<file path="config.mk">
export PLATFORM = sky130hd
export DESIGN_NAME = apb_m_ctrl_flat
export DESIGN_NICKNAME = d
export VERILOG_FILES = /design/src/rtl/apb_m_ctrl_pkg.sv /design/src/rtl/apb_m_ctrl_if.sv /design/src/rtl/apb_m_ctrl_wdog.sv /design/src/rtl/apb_m_ctrl.sv /design/src/flat_wrapper.sv
export SDC_FILE = /design/constraint.sdc
export NUM_CORES = 1
export LEC_CHECK = 0
export CORE_ASPECT_RATIO = 2
export CORE_UTILIZATION = 40
export CTS_CLUSTER_DIAMETER = 120
export DETAILED_ROUTE_END_ITERATION = 10
export PLACE_DENSITY_LB_ADDON = 0.2
export SLEW_MARGIN = 20
export SYNTH_ARGS = -nofsm -noshare
export SYNTH_HDL_FRONTEND = slang
export SYNTH_SLANG_ARGS = --single-unit
</file>
<file path="constraint.sdc">
create_clock -name pclk -period 2.2 [get_ports pclk]
set_input_delay 0.33 -clock pclk [delete_from_list [all_inputs] [get_ports pclk]]
set_output_delay 0.33 -clock pclk [all_outputs]
set_load 0.02 [all_outputs]
</file>
<file path="src/rtl/apb_m_ctrl_pkg.sv">
// -----------------------------------------------------------------------------
// apb_m_ctrl_pkg
// Shared types and defaults for the APB initiator slice.
//   APB_ADDR_W / APB_DATA_W : default bus widths (4-bit address, 8-bit data)
//   apb_m_state_e           : initiator FSM states
//   apb_cmd_t               : packed single-transfer command {write, addr, wdata}
// -----------------------------------------------------------------------------
package apb_m_ctrl_pkg;

    localparam int unsigned APB_ADDR_W = 4;
    localparam int unsigned APB_DATA_W = 8;

    typedef enum logic [1:0] {
        IDLE   = 2'd0,
        SETUP  = 2'd1,
        ACCESS = 2'd2
    } apb_m_state_e;

    typedef struct packed {
        logic                  write;
        logic [APB_ADDR_W-1:0] addr;
        logic [APB_DATA_W-1:0] wdata;
    } apb_cmd_t;

endpackage

</file>
<file path="src/rtl/apb_m_ctrl_if.sv">
// -----------------------------------------------------------------------------
// apb_m_ctrl_if
// APB bus bundle between one initiator and one target.
//   master modport : drives paddr/psel/penable/pwrite/pwdata, samples
//                    prdata/pready/pslverr
//   slave modport  : the mirror image
// -----------------------------------------------------------------------------
interface apb_m_ctrl_if
    import apb_m_ctrl_pkg::*;
#(
    parameter int unsigned ADDR_W = APB_ADDR_W,
    parameter int unsigned DATA_W = APB_DATA_W
) ();

    logic [ADDR_W-1:0] paddr;
    logic              psel;
    logic              penable;
    logic              pwrite;
    logic [DATA_W-1:0] pwdata;
    logic [DATA_W-1:0] prdata;
    logic              pready;
    logic              pslverr;

    modport master (
        output paddr, psel, penable, pwrite, pwdata,
        input  prdata, pready, pslverr
    );

    modport slave (
        input  paddr, psel, penable, pwrite, pwdata,
        output prdata, pready, pslverr
    );

endinterface

</file>
<file path="src/rtl/apb_m_ctrl_wdog.sv">
// -----------------------------------------------------------------------------
// apb_m_wdog
// Saturating ACCESS wait-state counter.
//   clk_i, rst_ni : clock, asynchronous active-low reset
//   clr_i         : clear counter to 0 (has priority over en_i)
//   en_i          : count one wait cycle at this edge
//   expired_o     : the count taken at this edge reaches TIMEOUT
//                   (never asserted when TIMEOUT == 0)
// -----------------------------------------------------------------------------
module apb_m_wdog #(
    parameter int unsigned TIMEOUT = 16
) (
    input  logic clk_i,
    input  logic rst_ni,
    input  logic clr_i,
    input  logic en_i,
    output logic expired_o
);

    localparam int unsigned      CNT_W = (TIMEOUT < 2) ? 1 : $clog2(TIMEOUT + 1);
    localparam logic [CNT_W-1:0] LIMIT = CNT_W'(TIMEOUT);

    logic [CNT_W-1:0] cnt_q;
    logic [CNT_W-1:0] cnt_d;
    logic [CNT_W-1:0] cnt_inc;
    logic             sat;

    assign cnt_inc = cnt_q + CNT_W'(1);
    assign sat     = (cnt_q == '1);

    always_comb begin
        cnt_d = cnt_q;
        if (clr_i) begin
            cnt_d = '0;
        end else if (en_i && !sat) begin
            cnt_d = cnt_inc;
        end
    end

    // Look-ahead compare so the controller can abort on the same edge the
    // counter reaches TIMEOUT.
    assign expired_o = (TIMEOUT != 0) && en_i && !clr_i && !sat && (cnt_inc == LIMIT);

    always_ff @(posedge clk_i or negedge rst_ni) begin
        if (!rst_ni) begin
            cnt_q <= '0;
        end else begin
            cnt_q <= cnt_d;
        end
    end

endmodule

</file>
<file path="src/rtl/apb_m_ctrl.sv">
// -----------------------------------------------------------------------------
// apb_m_ctrl
// APB initiator: accepts one read/write command on a valid/ready port, runs
// the APB SETUP/ACCESS sequence, and returns a one-cycle response strobe with
// read data and error/timeout status. All outputs are registered.
//   pclk, presetn      : bus clock, asynchronous active-low reset
//   cmd_valid/ready    : command handshake (accept when both high at an edge)
//   cmd_write/addr/wdata : command payload
//   rsp_valid          : one-cycle completion strobe
//   rsp_rdata          : read data (0 for writes and timeouts), held
//   rsp_err            : pslverr at completion, or 1 on timeout, held
//   rsp_timeout        : completion was a timeout abort
//   apb                : APB bus (master modport)
// -----------------------------------------------------------------------------
module apb_m_ctrl
    import apb_m_ctrl_pkg::*;
#(
    parameter int unsigned ADDR_W  = APB_ADDR_W,
    parameter int unsigned DATA_W  = APB_DATA_W,
    parameter int unsigned TIMEOUT = 16
) (
    input  logic              pclk,
    input  logic              presetn,

    input  logic              cmd_valid,
    output logic              cmd_ready,
    input  logic              cmd_write,
    input  logic [ADDR_W-1:0] cmd_addr,
    input  logic [DATA_W-1:0] cmd_wdata,

    output logic              rsp_valid,
    output logic [DATA_W-1:0] rsp_rdata,
    output logic              rsp_err,
    output logic              rsp_timeout,

    apb_m_ctrl_if.master      apb
);

    apb_m_state_e      state_q;
    logic              cmd_ready_q;
    logic [ADDR_W-1:0] paddr_q;
    logic              psel_q;
    logic              penable_q;
    logic              pwrite_q;
    logic [DATA_W-1:0] pwdata_q;
    logic              rsp_valid_q;
    logic [DATA_W-1:0] rsp_rdata_q;
    logic              rsp_err_q;
    logic              rsp_timeout_q;

    logic              wd_clr;
    logic              wd_en;
    logic              wd_expired;

    // Counter is cleared on the SETUP->ACCESS edge and counts ACCESS edges
    // that see pready low.
    assign wd_clr = (state_q == SETUP);
    assign wd_en  = (state_q == ACCESS) && !apb.pready;

    apb_m_wdog #(
        .TIMEOUT (TIMEOUT)
    ) u_wdog (
        .clk_i     (pclk),
        .rst_ni    (presetn),
        .clr_i     (wd_clr),
        .en_i      (wd_en),
        .expired_o (wd_expired)
    );

    always_ff @(posedge pclk or negedge presetn) begin
        if (!presetn) begin
            state_q       <= IDLE;
            cmd_ready_q   <= 1'b0;
            paddr_q       <= '0;
            psel_q        <= 1'b0;
            penable_q     <= 1'b0;
            pwrite_q      <= 1'b0;
            pwdata_q      <= '0;
            rsp_valid_q   <= 1'b0;
            rsp_rdata_q   <= '0;
            rsp_err_q     <= 1'b0;
            rsp_timeout_q <= 1'b0;
        end else begin
            case (state_q)
                IDLE: begin
                    rsp_valid_q <= 1'b0;
                    // Accept only once cmd_ready is already visible, so the
                    // first edge after reset merely raises cmd_ready.
                    if (cmd_valid && cmd_ready_q) begin
                        paddr_q     <= cmd_addr;
                        pwrite_q    <= cmd_write;
                        pwdata_q    <= cmd_write ? cmd_wdata : '0;
                        psel_q      <= 1'b1;
                        penable_q   <= 1'b0;
                        cmd_ready_q <= 1'b0;
                        state_q     <= SETUP;
                    end else begin
                        cmd_ready_q <= 1'b1;
                    end
                end

                SETUP: begin
                    penable_q <= 1'b1;
                    state_q   <= ACCESS;
                end

                ACCESS: begin
                    if (apb.pready) begin
                        psel_q        <= 1'b0;
                        penable_q     <= 1'b0;
                        cmd_ready_q   <= 1'b1;
                        state_q       <= IDLE;
                        rsp_valid_q   <= 1'b1;
                        rsp_err_q     <= apb.pslverr;
                        rsp_timeout_q <= 1'b0;
                        rsp_rdata_q   <= pwrite_q ? '0 : apb.prdata;
                    end else if (wd_expired) begin
                        psel_q        <= 1'b0;
                        penable_q     <= 1'b0;
                        cmd_ready_q   <= 1'b1;
                        state_q       <= IDLE;
                        rsp_valid_q   <= 1'b1;
                        rsp_err_q     <= 1'b1;
                        rsp_timeout_q <= 1'b1;
                        rsp_rdata_q   <= '0;
                    end
                end

                default: begin
                    psel_q      <= 1'b0;
                    penable_q   <= 1'b0;
                    cmd_ready_q <= 1'b0;
                    state_q     <= IDLE;
                end
            endcase
        end
    end

    assign cmd_ready   = cmd_ready_q;
    assign rsp_valid   = rsp_valid_q;
    assign rsp_rdata   = rsp_rdata_q;
    assign rsp_err     = rsp_err_q;
    assign rsp_timeout = rsp_timeout_q;

    assign apb.paddr   = paddr_q;
    assign apb.psel    = psel_q;
    assign apb.penable = penable_q;
    assign apb.pwrite  = pwrite_q;
    assign apb.pwdata  = pwdata_q;

endmodule

</file>
<file path="src/flat_wrapper.sv">
// flat-port wrapper written by rule: the top's interface ports become plain ports
module apb_m_ctrl_flat import apb_m_ctrl_pkg::*;
#(
    parameter int unsigned ADDR_W  = APB_ADDR_W,
    parameter int unsigned DATA_W  = APB_DATA_W,
    parameter int unsigned TIMEOUT = 16
)
  (pclk, presetn, cmd_valid, cmd_ready, cmd_write, cmd_addr, cmd_wdata, rsp_valid, rsp_rdata, rsp_err, rsp_timeout, apb_paddr, apb_psel, apb_penable, apb_pwrite, apb_pwdata, apb_prdata, apb_pready, apb_pslverr);
  apb_m_ctrl_if #(.ADDR_W(ADDR_W), .DATA_W(DATA_W)) apb_i ();
  input  logic pclk;
  input  logic presetn;
  input  logic cmd_valid;
  output logic cmd_ready;
  input  logic cmd_write;
  input  logic [ADDR_W-1:0] cmd_addr;
  input  logic [DATA_W-1:0] cmd_wdata;
  output logic rsp_valid;
  output logic [DATA_W-1:0] rsp_rdata;
  output logic rsp_err;
  output logic rsp_timeout;
  output wire logic [$bits(apb_i.paddr)-1:0] apb_paddr;
  output wire logic [$bits(apb_i.psel)-1:0] apb_psel;
  output wire logic [$bits(apb_i.penable)-1:0] apb_penable;
  output wire logic [$bits(apb_i.pwrite)-1:0] apb_pwrite;
  output wire logic [$bits(apb_i.pwdata)-1:0] apb_pwdata;
  input wire logic [$bits(apb_i.prdata)-1:0] apb_prdata;
  input wire logic [$bits(apb_i.pready)-1:0] apb_pready;
  input wire logic [$bits(apb_i.pslverr)-1:0] apb_pslverr;
  assign apb_paddr = apb_i.paddr;
  assign apb_psel = apb_i.psel;
  assign apb_penable = apb_i.penable;
  assign apb_pwrite = apb_i.pwrite;
  assign apb_pwdata = apb_i.pwdata;
  assign apb_i.prdata = apb_prdata;
  assign apb_i.pready = apb_pready;
  assign apb_i.pslverr = apb_pslverr;
  apb_m_ctrl #(.ADDR_W(ADDR_W), .DATA_W(DATA_W), .TIMEOUT(TIMEOUT)) u_core (.pclk(pclk), .presetn(presetn), .cmd_valid(cmd_valid), .cmd_ready(cmd_ready), .cmd_write(cmd_write), .cmd_addr(cmd_addr), .cmd_wdata(cmd_wdata), .rsp_valid(rsp_valid), .rsp_rdata(rsp_rdata), .rsp_err(rsp_err), .rsp_timeout(rsp_timeout), .apb(apb_i));
endmodule
</file>
==> impl_summary.md, run 1 <==
STA
The total count of max-transition violations in the final report is 0. The sum of negative setup slack is 0 ps. The number of hold-slack violations in the final timing report came to 0. The transition time of the tightest slew-check pin is 513 ps. For the finished layout, the period the worst path requires is 2070 ps. Setup violations remaining at the end of the flow were counted as 0. The post-route clock skew is 2.59 ps. Setup repair after global routing left no endpoint under its margin.

Headroom to the max-slew limit came out at 0.657. Timing would allow up to 482 MHz. In the finished design, the share of the clock period the worst path needs comes to 0.942.

Floorplanning
The starting utilization of the core area is 0.425. The x dimension of the die is 46.3 um. The vertical die dimension is 90.5 um. The die covers 0.00419 sq mm. The initialized floorplan defines 31 standard-cell rows. The number of top-level design ports is 53. The total area inside the core boundary comes to 0.00368 sq mm.

Synth
The fraction of synthesized cell area taken by the top area cell type is 0.543. The fraction of the yosys area taken by sequential cells is 0.543. The cell area after technology mapping is 0.00157 sq mm. Yosys printed 0 warnings. The number of synthesized register bits is 34. By area the synthesized netlist is led by sky130_fd_sc_hd__dfrtp_1, sky130_fd_sc_hd__nand2_1, sky130_fd_sc_hd__a22o_1. The post-synthesis cell type count is 36. The cell count after synthesis is 157.

The total nets after synthesis is 186. sky130_fd_sc_hd__dfrtp_1 takes more of the synthesized area than any other cell. Each instance of the synthesized netlist takes up on average 9.98 sq um.

CTS
Post-CTS repair changed the size of 0 cells. The root cell of the clock tree is sky130_fd_sc_hd__clkbuf_8. The number of setup buffers added after CTS is 0. For this design, the CTS-stage hold fixing added 0 buffers. Counting along the longest clock path gives a buffer depth of 2. The clock buffer count from CTS is 5. The level count of the clock H-tree is 2. TritonCTS built the clock tree. The clock transition at the register clock pins on the worst setup and hold paths after CTS is 70 ps. Clock tree synthesis found a total of 34 sinks. The insertion delay of the later-clocked pin in the worst-skew pair is 280 ps.

Worst setup path
The largest fanout of any net on the critical path is 10. The required time of the critical path is 2380 ps. The origin of the critical flop-to-flop path is u_core.u_wdog.cnt_q[0]. At the worst endpoint, the arrival time is 2250 ps. The critical path starts at u_core.u_wdog.cnt_q[0].

The critical path is of the reg -> reg type. The worst setup path is launched from a flip-flop. The worst setup path is captured at a flip-flop.

Place
Port buffering added 52 buffers. At the end of routability-driven placement, the weighted congestion stood at 0.803. The detailed-placement wirelength estimate is 2.88 mm.

Flow run
The count of max-cap constraint violations is 0.

Global route
The first global-routing pass estimated 6.36 mm of wire. The via count of the first global-routing pass came to 1,404. The number of antenna violations at the first check in global routing came to 0. The overall global routing resource usage is 0.208.

The maximum number of pins on one net before global-route repair is 35. The total congestion overflow is 0.

Finish
The share of post-route cells with drive strength above 1 is 0.102. Relative to the synthesized area, the layout overhead comes to 44.5%. At the end of the flow, the number of nets in the layout was 244. The number of antenna diodes in the final layout is 0.

Route
The uppermost signal routing layer after detailed routing is met4. The detailed router finished its first iteration with 25 violations. The total detailed-routing wirelength is 3.81 mm. The remaining design rule violation count is 0. The wire length on met3 is 181 um. In this run the remaining antenna-violating nets after routing total 0.

The routed length per placed instance is 14.4 um. In the final routing, the length of wire on met1 measures 1.41 mm. Summing over every cut layer, the via total after detailed routing is 1,367. The detail-routed via count per cell is 5.16.

The detailed-router iteration count before antenna repair is 4. Summed over all nets, wire length on met2 after detailed routing comes to 2.14 mm.

Pwr
The total power is 3.16 mW. The maximum vdd ir drop is 0.000778 V. The power per unit of standard cell area is 1400 mW/mm^2. The leakage power is 1.05 nW.

Outcome
The flow ran to the end, and the final reports show no timing, DRC or antenna violations.

Min path
The class of the most critical hold timing path is in -> async.
final timing paths:
kind	to	slack (ps)	cells after the start
setup / recovery	u_core.rsp_rdata[1]	130	7
hold / removal	u_core.apb.psel	450	2
setup reg to reg	u_core.rsp_rdata[1]	130	7
hold reg to reg	u_core.apb.pwdata[4]	480	2
max in group asynchronous	u_core.rsp_rdata[1]	1440	2
min in group pclk	u_core.apb.pwdata[4]	480	2
where the power goes:
group / internal (mW) / switching (mW) / leakage, nW
registers: 0.884 / 0.206 / 0.415
logic: 0.732 / 0.775 / 0.573
clock network: 0.333 / 0.230 / 0.0579
total: 1.95 / 1.21 / 1.05
layout make-up:
class / count / area, sq um
Timing Repair Buffer: 58 / 566
Fill cell: 316 / 1420
Clock inverter: 3 / 40.0
Inverter: 4 / 15.0
Clock buffer: 5 / 68.8
Tap cell: 49 / 61.3
Sequential cell: 34 / 851
Multi-Input combinational cell: 112 / 662
layout by cell type (no fill, tap or decap), types with 2 or more instances in the layout:
cell type                          n
sky130_fd_sc_hd__inv_1             4
sky130_fd_sc_hd__nor2b_1           2
sky130_fd_sc_hd__nand3_1           9
sky130_fd_sc_hd__buf_4             6
sky130_fd_sc_hd__clkdlybuf4s50_1  52
sky130_fd_sc_hd__a22o_1            9
sky130_fd_sc_hd__nor2_1            5
sky130_fd_sc_hd__a21o_1            9
sky130_fd_sc_hd__dfrtp_1          34
sky130_fd_sc_hd__clkbuf_8          5
sky130_fd_sc_hd__a31oi_1           3
sky130_fd_sc_hd__ha_1              3
sky130_fd_sc_hd__nand2_1          41
sky130_fd_sc_hd__a21oi_1           5
sky130_fd_sc_hd__o21ai_0           6
sky130_fd_sc_hd__clkinv_2          2
metal layers:
layer,track usage,up-vias
li1,-,656
met1,0.223,666
met2,0.357,39
met3,0.0520,6
met4,0.0931,0
met5,0,-
state kept, by name (all words and copies together), names as in the netlist:
| signal | cells |
|---|---|
| u_core.u_wdog.cnt_q | 5 |
| u_core.rsp_err | 1 |
| u_core.apb.pwdata | 8 |
| u_core.rsp_rdata | 8 |
| u_core.cmd_ready | 1 |
| u_core.rsp_timeout | 1 |
| u_core.state_q | 2 |
| u_core.apb.paddr | 4 |
| u_core.apb.pwrite | 1 |
| u_core.apb.psel | 1 |
| u_core.rsp_valid | 1 |
| u_core.apb.penable | 1 |
stage by stage:
step / setup slack, ps / cell area (sq um) / hold slack, ps / util / instances
6_report: 127 / 2260 / 450 / 0.614 / 265
5_1_grt: 38.5 / 2260 / 500 / 0.614 / 265
4_1_cts: 75.9 / 2260 / 466 / 0.614 / 265
3_5_place_dp: 98.7 / 2150 / 465 / 0.584 / 257
3_3_place_gp: 210 / 2150 / 451 / 0.584 / 257
2_1_floorplan: 246 / 1570 / 34.4 / - / 157
cells by family after synthesis:
logic type | after synthesis | share of synthesized area
XOR/XNOR | 2 | 0.0112
AO/OA/AOI/OAI | 37 | 0.171
AND/OR/NAND/NOR | 69 | 0.208
multiplexers | 1 | 0.00639
flip-flops | 34 | 0.543
buffers and inverters | 11 | 0.0359
adder cells (fa/ha/maj) | 3 | 0.0240
synth_stat cells:
| cell type | instances |
|---|---|
| sky130_fd_sc_hd__nand2_1 | 41 |
| sky130_fd_sc_hd__dfrtp_1 | 34 |
| sky130_fd_sc_hd__a21o_1 | 9 |
| sky130_fd_sc_hd__a22o_1 | 9 |
| sky130_fd_sc_hd__nand3_1 | 9 |
| sky130_fd_sc_hd__nor2_1 | 6 |
| sky130_fd_sc_hd__o21ai_0 | 6 |
| sky130_fd_sc_hd__a21oi_1 | 5 |
| sky130_fd_sc_hd__inv_1 | 4 |
| sky130_fd_sc_hd__a31oi_1 | 3 |
| sky130_fd_sc_hd__ha_1 | 3 |
| sky130_fd_sc_hd__buf_2 | 2 |
| sky130_fd_sc_hd__clkbuf_1 | 2 |
| sky130_fd_sc_hd__nor2b_1 | 2 |
| sky130_fd_sc_hd__a221oi_1 | 1 |
| sky130_fd_sc_hd__a31o_2 | 1 |
| sky130_fd_sc_hd__a41oi_2 | 1 |
| sky130_fd_sc_hd__and2_1 | 1 |
| sky130_fd_sc_hd__and2b_1 | 1 |
| sky130_fd_sc_hd__and3_1 | 1 |
| sky130_fd_sc_hd__and3_2 | 1 |
| sky130_fd_sc_hd__and3_4 | 1 |
| sky130_fd_sc_hd__and4b_2 | 1 |
| sky130_fd_sc_hd__buf_4 | 1 |
| sky130_fd_sc_hd__buf_6 | 1 |
| sky130_fd_sc_hd__clkbuf_2 | 1 |
| sky130_fd_sc_hd__mux2i_1 | 1 |
| sky130_fd_sc_hd__nand2b_1 | 1 |
| sky130_fd_sc_hd__nand3_2 | 1 |
| sky130_fd_sc_hd__nand3b_1 | 1 |
| sky130_fd_sc_hd__nand4_1 | 1 |
| sky130_fd_sc_hd__nor3b_2 | 1 |
| sky130_fd_sc_hd__o22ai_1 | 1 |
| sky130_fd_sc_hd__o31ai_1 | 1 |
| sky130_fd_sc_hd__xnor2_1 | 1 |
| sky130_fd_sc_hd__xor2_1 | 1 |
critical path, stage by stage, from the launching register on:
cell	delay [ps]
sky130_fd_sc_hd__dfrtp_1	440
sky130_fd_sc_hd__ha_1	270
sky130_fd_sc_hd__and3_2	230
sky130_fd_sc_hd__ha_1	300
sky130_fd_sc_hd__and3_4	190
sky130_fd_sc_hd__a41oi_2	150
sky130_fd_sc_hd__buf_4	210
sky130_fd_sc_hd__a21o_1	180
No activity file was read; power rests on OpenSTA's default activity.
==> inputs of run 2 (changes only) <==
Clock period 2.2 ns to 1.9 ns, I/O delays scaled along.
==> impl_summary.md, run 2 (same netlist as run 1, synthesis figures left out) <==
Outcome
Status: finished, final reports clean (unchanged).

Global route
The total congestion overflow is 0 (unchanged). The via count of the first global-routing pass came to 1,484 (was 1,404). The met1 track demand over resource in global routing is 0.246 (was 0.223).

The maximum number of pins on one net before global-route repair is 35 (unchanged). The overall global routing resource usage is 0.225 (was 0.208). The met2 usage came to 0.377 (was 0.357).

The number of antenna violations at the first check in global routing is 0 (unchanged). The most congested layer reported by global routing was met2 (unchanged). The met3 routing resource usage after global routing is 0.0460 (was 0.0520). The global-route wire length before repair came to 6.87 mm (was 6.36 mm).

CTS
The clock buffer count from CTS is 5 (unchanged). The clock transition at the register clock pins on the worst setup and hold paths after CTS is 80 ps (was 70 ps). The quantity of hold-fixing buffers added after cts is 0 (unchanged). The root cell of the clock tree was sky130_fd_sc_hd__clkbuf_8 (unchanged). The insertion delay of the later-clocked pin in the worst-skew pair is 290 ps (was 280 ps).

The level count of the clock H-tree is 2 (unchanged). The CTS tree is done (unchanged). The number of buffers between clock root and the deepest sink came to 2 (unchanged). The clock sink count was 34 (unchanged).

Finish
The most common cell after layout, fill and taps aside is sky130_fd_sc_hd__clkdlybuf4s50_1 (unchanged). The share of post-route cells with drive strength above 1 was 0.147 (was 0.102). Leading cell types in the layout, fill and taps excluded: sky130_fd_sc_hd__clkdlybuf4s50_1, sky130_fd_sc_hd__nand2_1, sky130_fd_sc_hd__dfrtp_1, sky130_fd_sc_hd__buf_4 (was sky130_fd_sc_hd__clkdlybuf4s50_1, sky130_fd_sc_hd__nand2_1, sky130_fd_sc_hd__dfrtp_1). The summed area of non-filler cells in the final layout is 0.00238 sq mm (was 0.00226 sq mm). The number of nets at the end of the flow is 252 (was 244).

The antenna diode instance count is 0 (unchanged). The layout overhead on the synthesized area is 51.9% (was 44.5%).

Place
The count of port buffers added during placement was 52 (unchanged). The standard cell area after detailed placement is 0.00220 sq mm (was 0.00215 sq mm). The detailed-placement wirelength estimate came to 2.99 mm (was 2.88 mm). The worst setup slack after placement is -90.2 ps (was 98.7 ps). The last weighted congestion value of the routability-driven placer came to 0.829 (was 0.803).

Pwr
The maximum vdd ir drop is 0.00107 V (was 0.000778 V). The leakage power is 1.09 nW (was 1.05 nW). The total power is 3.75 mW (was 3.16 mW). The power per unit of standard cell area is 1580 mW/mm^2 (was 1400 mW/mm^2).

Worst setup path
The nature of the critical path endpoint is a flip-flop (unchanged). The startpoint kind of the worst setup timing path is a flip-flop (unchanged). The type of the setup path with the least slack was reg -> reg (unchanged).

The largest fanout of any net on the critical path is 9 (was 10). The origin of the critical flop-to-flop path is u_core.u_wdog.cnt_q[1] (was u_core.u_wdog.cnt_q[0]). The required time of the critical path is 2070 ps (was 2380 ps). The source of the critical timing path is u_core.u_wdog.cnt_q[1] (was u_core.u_wdog.cnt_q[0]). The data arrival time of the critical path is 2010 ps (was 2250 ps).

Route
The remaining design rule violation count came to 0 (unchanged). The routed length per placed instance is 15.0 um (was 14.4 um). The detailed-router iteration count before antenna repair came to 4 (unchanged). The detail-routed via count per cell is 5.23 (was 5.16). The post-route antenna net violation count is 0 (unchanged). The initial detailed-routing violation count was 21 (was 25).

The via count is 1,429 (was 1,367). The total detailed-routing wirelength is 4.11 mm (was 3.81 mm).

Floorplanning
The area of the core region is 0.00368 sq mm (unchanged). The vertical die dimension is 90.5 um (unchanged). The number of cell rows came to 31 (unchanged). The floorplan die area is 0.00419 sq mm (unchanged). The starting utilization of the core area is 0.425 (unchanged).

The x dimension of the die is 46.3 um (unchanged). The number of top-level design ports is 53 (unchanged).

STA
Unrepaired setup endpoints after global routing: true (was false). The sum of negative setup slack is 0 ps (unchanged). The post-route clock skew was 9.53 ps (was 2.59 ps). The highest attainable clock frequency was 545 MHz (was 482 MHz). The transition time of the tightest slew-check pin is 533 ps (was 513 ps). The number of hold-slack violations in the final timing report was 0 (unchanged). The tightest slew margin relative to the limit is 0.644 (was 0.657). The final worst slack is 63.8 ps (was 127 ps). The total count of max-transition violations in the final report is 0 (unchanged). The final critical delay including setup and external delays is 1840 ps (was 2070 ps). The count of final setup violators came to 0 (unchanged). The final clock period utilization by the worst path was 0.966 (was 0.942).

Min path
The class of the most critical hold timing path is in -> async (unchanged).

Flow run
The count of max-cap constraint violations came to 0 (unchanged).
==> run 2: power by group <==
| group | switching (mW) | total (mW) | internal, mW |
|---|---|---|---|
| clock | 0.269 | 0.635 | 0.366 |
| combinational | 0.942 | 1.84 | 0.902 |
| sequential | 0.248 | 1.27 | 1.02 |
| total | 1.46 | 3.75 | 2.29 |
==> run 2: layout make-up <==
cell class,count,area [sq um]
fill,305,1310
sequential,34,851
multi-input combinational,112,709
timing repair buffer,66,633
clock buffer,8,110
tap,49,61.3
inverter,4,15.0
==> run 2: timing repair <==
action	in CTS	in global routing
endpoints found under the setup margin	10	11
gates cloned	0	0
hold endpoints to repair	0	0
buffers inserted	1	1
pin swaps	1	4
gates resized for setup	6	2
==> run 2: path summary, 6_finish.rpt <==
check | to | slack (ps) | cells past startpoint
max reg2reg | u_core.rsp_rdata[4] | 60 | 7
max in group asynchronous | u_core.apb.paddr[3] | 1170 | 2
min in group pclk | u_core.apb.pwdata[3] | 470 | 2
min | u_core.u_wdog.cnt_q[2] | 400 | 2
min reg2reg | u_core.apb.pwdata[3] | 470 | 2
max | u_core.rsp_rdata[4] | 60 | 7
==> run 2: critical path, cell delays in order, from the launching register on <==
cell and delay [ps]:
sky130_fd_sc_hd__dfrtp_1 400, sky130_fd_sc_hd__ha_2 190, sky130_fd_sc_hd__and3_4 180, sky130_fd_sc_hd__ha_4 260
sky130_fd_sc_hd__and3_4 190, sky130_fd_sc_hd__a41oi_4 140, sky130_fd_sc_hd__buf_6 180, sky130_fd_sc_hd__a21o_1 180
==> run 2: metrics by stage <==
stage | instances | hold slack [ps] | util
6_report | 273 | 403 | 0.646
5_1_grt | 273 | 456 | 0.646
4_1_cts | 272 | 420 | 0.640
3_5_place_dp | 263 | 461 | 0.597
3_3_place_gp | 263 | 451 | 0.597
2_1_floorplan | 157 | -10.6 | -
==> run 2: layer usage <==
metal,vias up,share of wire
met3,12,0.045
met2,41,0.57
met5,-,0
met4,0,0.034
li1,670,-
met1,706,0.35
